File: src/rtl/score_table_if.sv
// Command, RAM and dump-stream signals of the score table controller.
// slave is the controller side; master is the side that drives commands and models the RAM.
interface score_table_if #(
  parameter int DATA_W = 16,
  parameter int ADDR_W = 16
);
  logic              cmd_valid;
  logic              cmd_ready;
  logic [1:0]        cmd_op;
  logic [ADDR_W-1:0] cmd_id;
  logic [DATA_W-1:0] cmd_score;
  logic [ADDR_W-1:0] ram_addr;
  logic              ram_wren;
  logic [DATA_W-1:0] ram_wdata;
  logic [DATA_W-1:0] ram_rdata;
  logic              out_valid;
  logic              out_ready;
  logic [ADDR_W-1:0] out_id;
  logic [DATA_W-1:0] out_score;
  logic              out_last;
  logic              out_parity;
  logic              err;

  modport slave (
    input  cmd_valid, cmd_op, cmd_id, cmd_score, ram_rdata, out_ready,
    output cmd_ready, ram_addr, ram_wren, ram_wdata,
           out_valid, out_id, out_score, out_last, out_parity, err
  );

  modport master (
    output cmd_valid, cmd_op, cmd_id, cmd_score, ram_rdata, out_ready,
    input  cmd_ready, ram_addr, ram_wren, ram_wdata,
           out_valid, out_id, out_score, out_last, out_parity, err
  );
endinterface

File: src/rtl/score_table_ctrl.sv
// Score table controller: write, saturating add and full-table dump over a
// single-port RAM with fixed read latency RD_LAT.
//   state    | meaning
//   IDLE     | ready for a command
//   WR       | one-cycle RAM write of the latched score
//   ADD_RD   | present the latched id to the RAM
//   ADD_WAIT | wait RD_LAT cycles, then capture the saturated sum
//   ADD_WR   | one-cycle RAM write of the sum
//   DMP_RD   | present the scan address to the RAM
//   DMP_WAIT | wait RD_LAT cycles, then register the read word as a beat
//   DMP_OUT  | hold the beat until out_ready
module score_table_ctrl #(
  parameter int DATA_W = 16,
  parameter int ADDR_W = 16,
  parameter int DEPTH  = 256,
  parameter int RD_LAT = 2
) (
  input  logic         clk,
  input  logic         rst,
  score_table_if.slave bus
);

  typedef enum logic [2:0] {
    IDLE, WR, ADD_RD, ADD_WAIT, ADD_WR, DMP_RD, DMP_WAIT, DMP_OUT
  } state_t;

  localparam logic [1:0]      OP_DUMP   = 2'b01;
  localparam logic [1:0]      OP_WRITE  = 2'b10;
  localparam logic [1:0]      OP_ADD    = 2'b11;
  localparam logic [ADDR_W:0] DEPTH_C   = (ADDR_W+1)'(DEPTH);
  localparam logic [ADDR_W:0] LAST_C    = (ADDR_W+1)'(DEPTH - 1);
  localparam logic [2:0]      WAIT_INIT = 3'(RD_LAT - 1);

  state_t            state_q, state_d;
  logic              ready_q, ready_d;
  logic [ADDR_W-1:0] id_q, id_d;
  logic [DATA_W-1:0] score_q, score_d;
  logic [DATA_W-1:0] sum_q, sum_d;
  logic [ADDR_W:0]   cnt_q, cnt_d;
  logic [2:0]        wait_q, wait_d;
  logic              out_valid_q, out_valid_d;
  logic [DATA_W-1:0] out_score_q, out_score_d;
  logic              out_last_q, out_last_d;
  logic              parity_q, parity_d;
  logic              err_q, err_d;

  logic [DATA_W:0]   sum_full;
  logic [DATA_W-1:0] sum_sat;
  logic              dump_st;

  // Carry-out of the widened sum selects the all-ones saturation value.
  assign sum_full = {1'b0, bus.ram_rdata} + {1'b0, score_q};
  assign sum_sat  = sum_full[DATA_W] ? {DATA_W{1'b1}} : sum_full[DATA_W-1:0];
  assign dump_st  = (state_q == DMP_RD) || (state_q == DMP_WAIT) || (state_q == DMP_OUT);

  always_comb begin
    state_d     = state_q;
    id_d        = id_q;
    score_d     = score_q;
    sum_d       = sum_q;
    cnt_d       = cnt_q;
    wait_d      = wait_q;
    out_valid_d = out_valid_q;
    out_score_d = out_score_q;
    out_last_d  = out_last_q;
    parity_d    = parity_q;
    err_d       = 1'b0;
    case (state_q)
      IDLE: begin
        if (bus.cmd_valid && ready_q) begin
          id_d    = bus.cmd_id;
          score_d = bus.cmd_score;
          if (bus.cmd_op == OP_DUMP) begin
            cnt_d   = '0;
            state_d = DMP_RD;
          end else if (bus.cmd_op == OP_WRITE || bus.cmd_op == OP_ADD) begin
            if ({1'b0, bus.cmd_id} >= DEPTH_C) err_d = 1'b1;
            else state_d = (bus.cmd_op == OP_WRITE) ? WR : ADD_RD;
          end
        end
      end
      WR:     state_d = IDLE;
      ADD_RD: begin
        wait_d  = WAIT_INIT;
        state_d = ADD_WAIT;
      end
      ADD_WAIT: begin
        if (wait_q == 3'd0) begin
          sum_d   = sum_sat;
          state_d = ADD_WR;
        end else begin
          wait_d = wait_q - 3'd1;
        end
      end
      ADD_WR: state_d = IDLE;
      DMP_RD: begin
        wait_d  = WAIT_INIT;
        state_d = DMP_WAIT;
      end
      DMP_WAIT: begin
        if (wait_q == 3'd0) begin
          out_score_d = bus.ram_rdata;
          out_valid_d = 1'b1;
          out_last_d  = (cnt_q == LAST_C);
          state_d     = DMP_OUT;
        end else begin
          wait_d = wait_q - 3'd1;
        end
      end
      DMP_OUT: begin
        if (bus.out_ready) begin
          out_valid_d = 1'b0;
          out_last_d  = 1'b0;
          parity_d    = ~parity_q;
          if (out_last_q) begin
            state_d = IDLE;
          end else begin
            cnt_d   = cnt_q + (ADDR_W+1)'(1);
            state_d = DMP_RD;
          end
        end
      end
      default: state_d = IDLE;
    endcase
    ready_d = (state_d == IDLE);
  end

  always_ff @(posedge clk) begin
    if (!rst) begin
      state_q     <= IDLE;
      ready_q     <= 1'b0;
      id_q        <= '0;
      score_q     <= '0;
      sum_q       <= '0;
      cnt_q       <= '0;
      wait_q      <= '0;
      out_valid_q <= 1'b0;
      out_score_q <= '0;
      out_last_q  <= 1'b0;
      parity_q    <= 1'b0;
      err_q       <= 1'b0;
    end else begin
      state_q     <= state_d;
      ready_q     <= ready_d;
      id_q        <= id_d;
      score_q     <= score_d;
      sum_q       <= sum_d;
      cnt_q       <= cnt_d;
      wait_q      <= wait_d;
      out_valid_q <= out_valid_d;
      out_score_q <= out_score_d;
      out_last_q  <= out_last_d;
      parity_q    <= parity_d;
      err_q       <= err_d;
    end
  end

  assign bus.cmd_ready  = ready_q;
  assign bus.ram_wren   = (state_q == WR) || (state_q == ADD_WR);
  assign bus.ram_addr   = dump_st ? cnt_q[ADDR_W-1:0] : ((state_q == IDLE) ? '0 : id_q);
  assign bus.ram_wdata  = (state_q == WR) ? score_q : ((state_q == ADD_WR) ? sum_q : '0);
  assign bus.out_valid  = out_valid_q;
  assign bus.out_id     = cnt_q[ADDR_W-1:0];
  assign bus.out_score  = out_score_q;
  assign bus.out_last   = out_last_q;
  assign bus.out_parity = parity_q;
  assign bus.err        = err_q;

endmodule

File: src/flat_wrapper.sv
// flat-port wrapper written by rule: the top's interface ports become plain ports
module score_table_ctrl_flat 
#(
  parameter int DATA_W = 16,
  parameter int ADDR_W = 16,
  parameter int DEPTH  = 256,
  parameter int RD_LAT = 2
)
  (clk, rst, bus_cmd_valid, bus_cmd_op, bus_cmd_id, bus_cmd_score, bus_ram_rdata, bus_out_ready, bus_cmd_ready, bus_ram_addr, bus_ram_wren, bus_ram_wdata, bus_out_valid, bus_out_id, bus_out_score, bus_out_last, bus_out_parity, bus_err);
  score_table_if #(.DATA_W(DATA_W), .ADDR_W(ADDR_W)) bus_i ();
  input  logic clk;
  input  logic rst;
  input wire logic [$bits(bus_i.cmd_valid)-1:0] bus_cmd_valid;
  input wire logic [$bits(bus_i.cmd_op)-1:0] bus_cmd_op;
  input wire logic [$bits(bus_i.cmd_id)-1:0] bus_cmd_id;
  input wire logic [$bits(bus_i.cmd_score)-1:0] bus_cmd_score;
  input wire logic [$bits(bus_i.ram_rdata)-1:0] bus_ram_rdata;
  input wire logic [$bits(bus_i.out_ready)-1:0] bus_out_ready;
  output wire logic [$bits(bus_i.cmd_ready)-1:0] bus_cmd_ready;
  output wire logic [$bits(bus_i.ram_addr)-1:0] bus_ram_addr;
  output wire logic [$bits(bus_i.ram_wren)-1:0] bus_ram_wren;
  output wire logic [$bits(bus_i.ram_wdata)-1:0] bus_ram_wdata;
  output wire logic [$bits(bus_i.out_valid)-1:0] bus_out_valid;
  output wire logic [$bits(bus_i.out_id)-1:0] bus_out_id;
  output wire logic [$bits(bus_i.out_score)-1:0] bus_out_score;
  output wire logic [$bits(bus_i.out_last)-1:0] bus_out_last;
  output wire logic [$bits(bus_i.out_parity)-1:0] bus_out_parity;
  output wire logic [$bits(bus_i.err)-1:0] bus_err;
  assign bus_i.cmd_valid = bus_cmd_valid;
  assign bus_i.cmd_op = bus_cmd_op;
  assign bus_i.cmd_id = bus_cmd_id;
  assign bus_i.cmd_score = bus_cmd_score;
  assign bus_i.ram_rdata = bus_ram_rdata;
  assign bus_i.out_ready = bus_out_ready;
  assign bus_cmd_ready = bus_i.cmd_ready;
  assign bus_ram_addr = bus_i.ram_addr;
  assign bus_ram_wren = bus_i.ram_wren;
  assign bus_ram_wdata = bus_i.ram_wdata;
  assign bus_out_valid = bus_i.out_valid;
  assign bus_out_id = bus_i.out_id;
  assign bus_out_score = bus_i.out_score;
  assign bus_out_last = bus_i.out_last;
  assign bus_out_parity = bus_i.out_parity;
  assign bus_err = bus_i.err;
  score_table_ctrl #(.DATA_W(DATA_W), .ADDR_W(ADDR_W), .DEPTH(DEPTH), .RD_LAT(RD_LAT)) u_core (.clk(clk), .rst(rst), .bus(bus_i));
endmodule
File: config.mk
export PLATFORM = sky130hd
export DESIGN_NAME = score_table_ctrl_flat
export DESIGN_NICKNAME = d
export VERILOG_FILES = /design/src/rtl/score_table_if.sv /design/src/rtl/score_table_ctrl.sv /design/src/flat_wrapper.sv
export SDC_FILE = /design/constraint.sdc
export NUM_CORES = 1
export LEC_CHECK = 0
export CORE_ASPECT_RATIO = 1.4
export CORE_UTILIZATION = 50
export CTS_CLUSTER_SIZE = 25
export DETAILED_ROUTE_END_ITERATION = 7
export GPL_TIMING_DRIVEN = 0
export PLACE_DENSITY = 0.81
export SKIP_LAST_GASP = 1
export SYNTH_ARGS = -nofsm -noshare
export SYNTH_HDL_FRONTEND = slang
export SYNTH_SLANG_ARGS = --single-unit
File: constraint.sdc
create_clock -name clk -period 7.1 [get_ports clk]
set_input_delay 1.42 -clock clk [delete_from_list [all_inputs] [get_ports clk]]
set_output_delay 1.42 -clock clk [all_outputs]
set_load 0.1 [all_outputs]
==> results by group <==
Logic synthesis
  – Number of synthesized register bits: 92
  – Syn_nets: 682
  – Ys async rst share: 0%
  – Number of synthesized flops with an enable pin: 0
  – Synthesized area: 0.00487 mm2
  – Mapped Cells: 608
  – Main synth FF type: dfxtp_1
  – Sequential cell area fraction in the yosys report: 37.9%
  – Synth Warn #: 0
  – Mean Syn Cell Area: 8.00 um2
  – Unique cell type count in the Yosys netlist: 58

Critical path
  – Worst stage delay on the critical path: 1.13 ns
  – Crit Path Class: reg2out
  – Crit-path cells: inv_1, nor2_2, nor2_1, clkbuf_1, a22o_1, clkdlybuf4s50_1
  – Data required time of the worst path: 5.68 ns
  – R2R Path Start: u_core.score_q[0]$_SDFFE_PN0P_
  – Worst EP arrival: 3.40 ns
  – Startpoint types: register
  – CP Capture Type: output pin
  – RR Endpoint: u_core.sum_q[4]$_SDFFE_PN0P_
  – Slowest cell on the critical path: clkdlybuf4s50_1
  – Worst R2R Setup Slack: 4.38 ns
  – Worst reg2reg path depth: 9
  – Largest fanout on the critical path: 10

Finish
  – Design Area, Final: 0.00651 mm2
  – Nets: 816
  – Fraction of layout cells with a size suffix above 1: 7.50%
  – Inserted Diodes: 0
  – Final Util: 68.8%
  – Layout Area Growth over Synthesis: 33.8%

CTS
  – Hold Buf Count CTS: 0
  – CTS Sinks: 92
  – Post-CTS sizing: 0
  – # H-tree levels: 3
  – Buffer depth of the longest clock path: 2
  – Post-CTS setup buffer count: 0
  – Insertion delay to the later sink of the worst-skew pair: 0.35 ns
  – Root buf cell: clkbuf_16
  – Cts bufs inserted: 9
  – Reg clk slew, reported paths: 0.07 ns
  – TritonCTS clock tree: built

Drt
  – Number of DRC markers in iteration 0: 259
  – Drt wl/cell: 16.9 um
  – Vias per inst: 5.84
  – Drt drc: 0
  – Final WL: 14.5 mm
  – DRT Pass-1 Iters: 5
  – Antenna Nets Post-Route: 0
  – DR vias: 5005

Floorplan
  – Die Y-Extent: 119 um
  – Placement Rows: 42
  – Die X: 85.4 um
  – Core area: 0.00946 mm2
  – DIE AREA: 0.0101 mm2
  – Ports: 124
  – Initial core utilization: 51.4%

STA
  – Min Tclk post-route: 4.82 ns
  – Hold_ws: 0.457 ns
  – Slew HR: 33.6%
  – Final Hold Vio Count: 0
  – Final worst slack: 2.28 ns
  – Max Transition Viols Final: 0
  – RSZ-0062 raised after global routing: false
  – Fin crit share: 67.9%
  – Setup TNS: 0 ns
  – # setup viols final: 0
  – Layout Skew: 0.00869 ns
  – Peak Freq: 207 MHz
  – Least-Margin Pin Slew: 0.993 ns

GRT
  – GRT Overall Usage: 29.0%
  – Number of global-route vias before repair: 4929
  – Antenna violations before repair: 0
  – Largest net degree at the start of global routing: 17
  – Global-route wire length before repair: 22.9 mm
  – Total gr overflow: 0

Hold path
  – Hold path startpoint: u_core.bus.out_score[9]$_SDFFE_PN0P_
  – Hold WC Path Type: reg2reg
  – Hold endpoint: u_core.bus.out_score[9]$_SDFFE_PN0P_
  – Hold Path Depth: 2

Pwr
  – Switching Share: 27.3%
  – Reg power frac: 46.5%
  – Peak VDD IR: 0.000127 V
  – Cell area power density: 177 mW/mm2
  – Clock power share: 39.4%
  – Psw: 0.314 mW
  – Leakage: 2.46 nW
  – Cell-internal power: 0.835 mW
  – Logic pwr share: 14.1%

Place
  – Pre-CTS WS: 2.68 ns
  – DP HPWL: 10.9 mm
  – Number of port buffers: 123
  – DP Area: 0.00623 mm2
  – Gpl congestion: 0.909

Run status
  – Status: finished, final reports clean

Flow run
  – Max-cap violations: 0
-- power by group through the flow --
stage	sequential, mW	clock [mW]	combinational, mW
floorplan	0.549	0	0.0924
global placement	0.546	0	0.156
detailed placement	0.546	0	0.159
CTS	0.534	0.456	0.161
global route	0.535	0.478	0.176
finish	0.535	0.452	0.162
-- final cells by class --
type / count / area [um2]
flip-flops and latches: 92 / 1840
clock inverters: 6 / 46.3
clock buffers: 10 / 229
multi-input cells: 457 / 2720
well taps: 110 / 138
inverters: 9 / 33.8
repair buffers: 123 / 1230
plain buffers: 50 / 270
fillers: 761 / 2950
-- through the flow --
stage	std cells	power, mW
floorplan	608	0.641
global placement	841	0.701
detailed placement	841	0.705
CTS	857	1.15
global route	857	1.19
finish	857	1.15
-- worst max path at each step --
stage                            startpoint           endpoint  depth (start not counted)
2_1_floorplan  u_core.state_q[2]$_SDFF_PN0_   bus_ram_addr[10]                          5
3_3_place_gp   u_core.state_q[2]$_SDFF_PN0_    bus_ram_addr[5]                          6
3_5_place_dp   u_core.state_q[2]$_SDFF_PN0_    bus_ram_addr[5]                          6
4_1_cts        u_core.state_q[2]$_SDFF_PN0_  bus_ram_wdata[14]                          5
5_1_grt        u_core.state_q[2]$_SDFF_PN0_   bus_ram_addr[12]                          6
6_report       u_core.state_q[2]$_SDFF_PN0_    bus_ram_addr[5]                          6
-- cell usage after synthesis (all sizes together), types with 2 or more instances --
cell	number	share of area, %
a2111oi	2	0.49
a211oi	5	0.77
a21o	7	1.1
a21oi	90	9.6
a221oi	2	0.36
a22o	32	5.8
a31oi	3	0.39
and2	5	0.64
and3	3	0.39
and4	3	0.54
buf	29	3.9
clkbuf	21	1.6
dfxtp	92	38
ha	19	4.9
inv	9	0.69
nand2	124	9.6
nand2b	2	0.26
nand3	14	1.5
nand4	10	1.6
nor2	32	2.6
nor2b	4	0.51
nor3	7	0.93
nor4	6	0.90
o211ai	3	0.46
o21a	2	0.31
o21ai	31	3.2
o21bai	2	0.31
o22ai	2	0.26
or2	2	0.31
or3	4	0.51
xnor2	8	1.4
xor2	20	3.6
-- metal layers --
layer | vias to the layer above | share of wire, % | GRT usage, %
li1 | 2406 | - | -
met5 | - | 0 | 0
met3 | 51 | 7.2 | 4.61
met4 | 0 | 4.9 | 18.0
met2 | 223 | 51 | 52.1
met1 | 2325 | 37 | 31.2
-- logic make-up (layout without fill, tap and decap cells) --
logic type      after synthesis  count (layout)  share of synthesized area, %
xor+xnor                     28              28                          5.04
buf+inv                      59             198                          6.25
compound gates              189             189                          24.4
fa+ha+maj                    20              20                          5.30
simple gates                220             220                          21.1
flops                        92              92                          37.9
-- critical path: cells and delay by family, from the launching register on --
kind                   cells  cell delay, ns
AND/OR/NAND/NOR            2            0.70
flip-flops                 1            0.39
buffers and inverters      3            1.77
AO/OA/AOI/OAI              1            0.20
-- layout by cell type, fill, tap and decap left out, types with 13 or more instances in the layout --
cell,instances
nand3_1,13
nand2_1,124
a21oi_1,88
xor2_1,20
nor2_1,30
buf_4,18
dfxtp_1,92
clkdlybuf4s50_1,123
ha_1,19
o21ai_0,29
clkbuf_1,22
a22o_1,32
-- sequential cells by signal (all words and copies together) (netlist names), 3 cells and up --
name and cells:
u_core.state_q 3, u_core.id_q 16, u_core.cnt_q 17, u_core.score_q 16, u_core.sum_q 16, u_core.wait_q 3
u_core.bus.out_score 16
(Power assumes the default switching activity.)
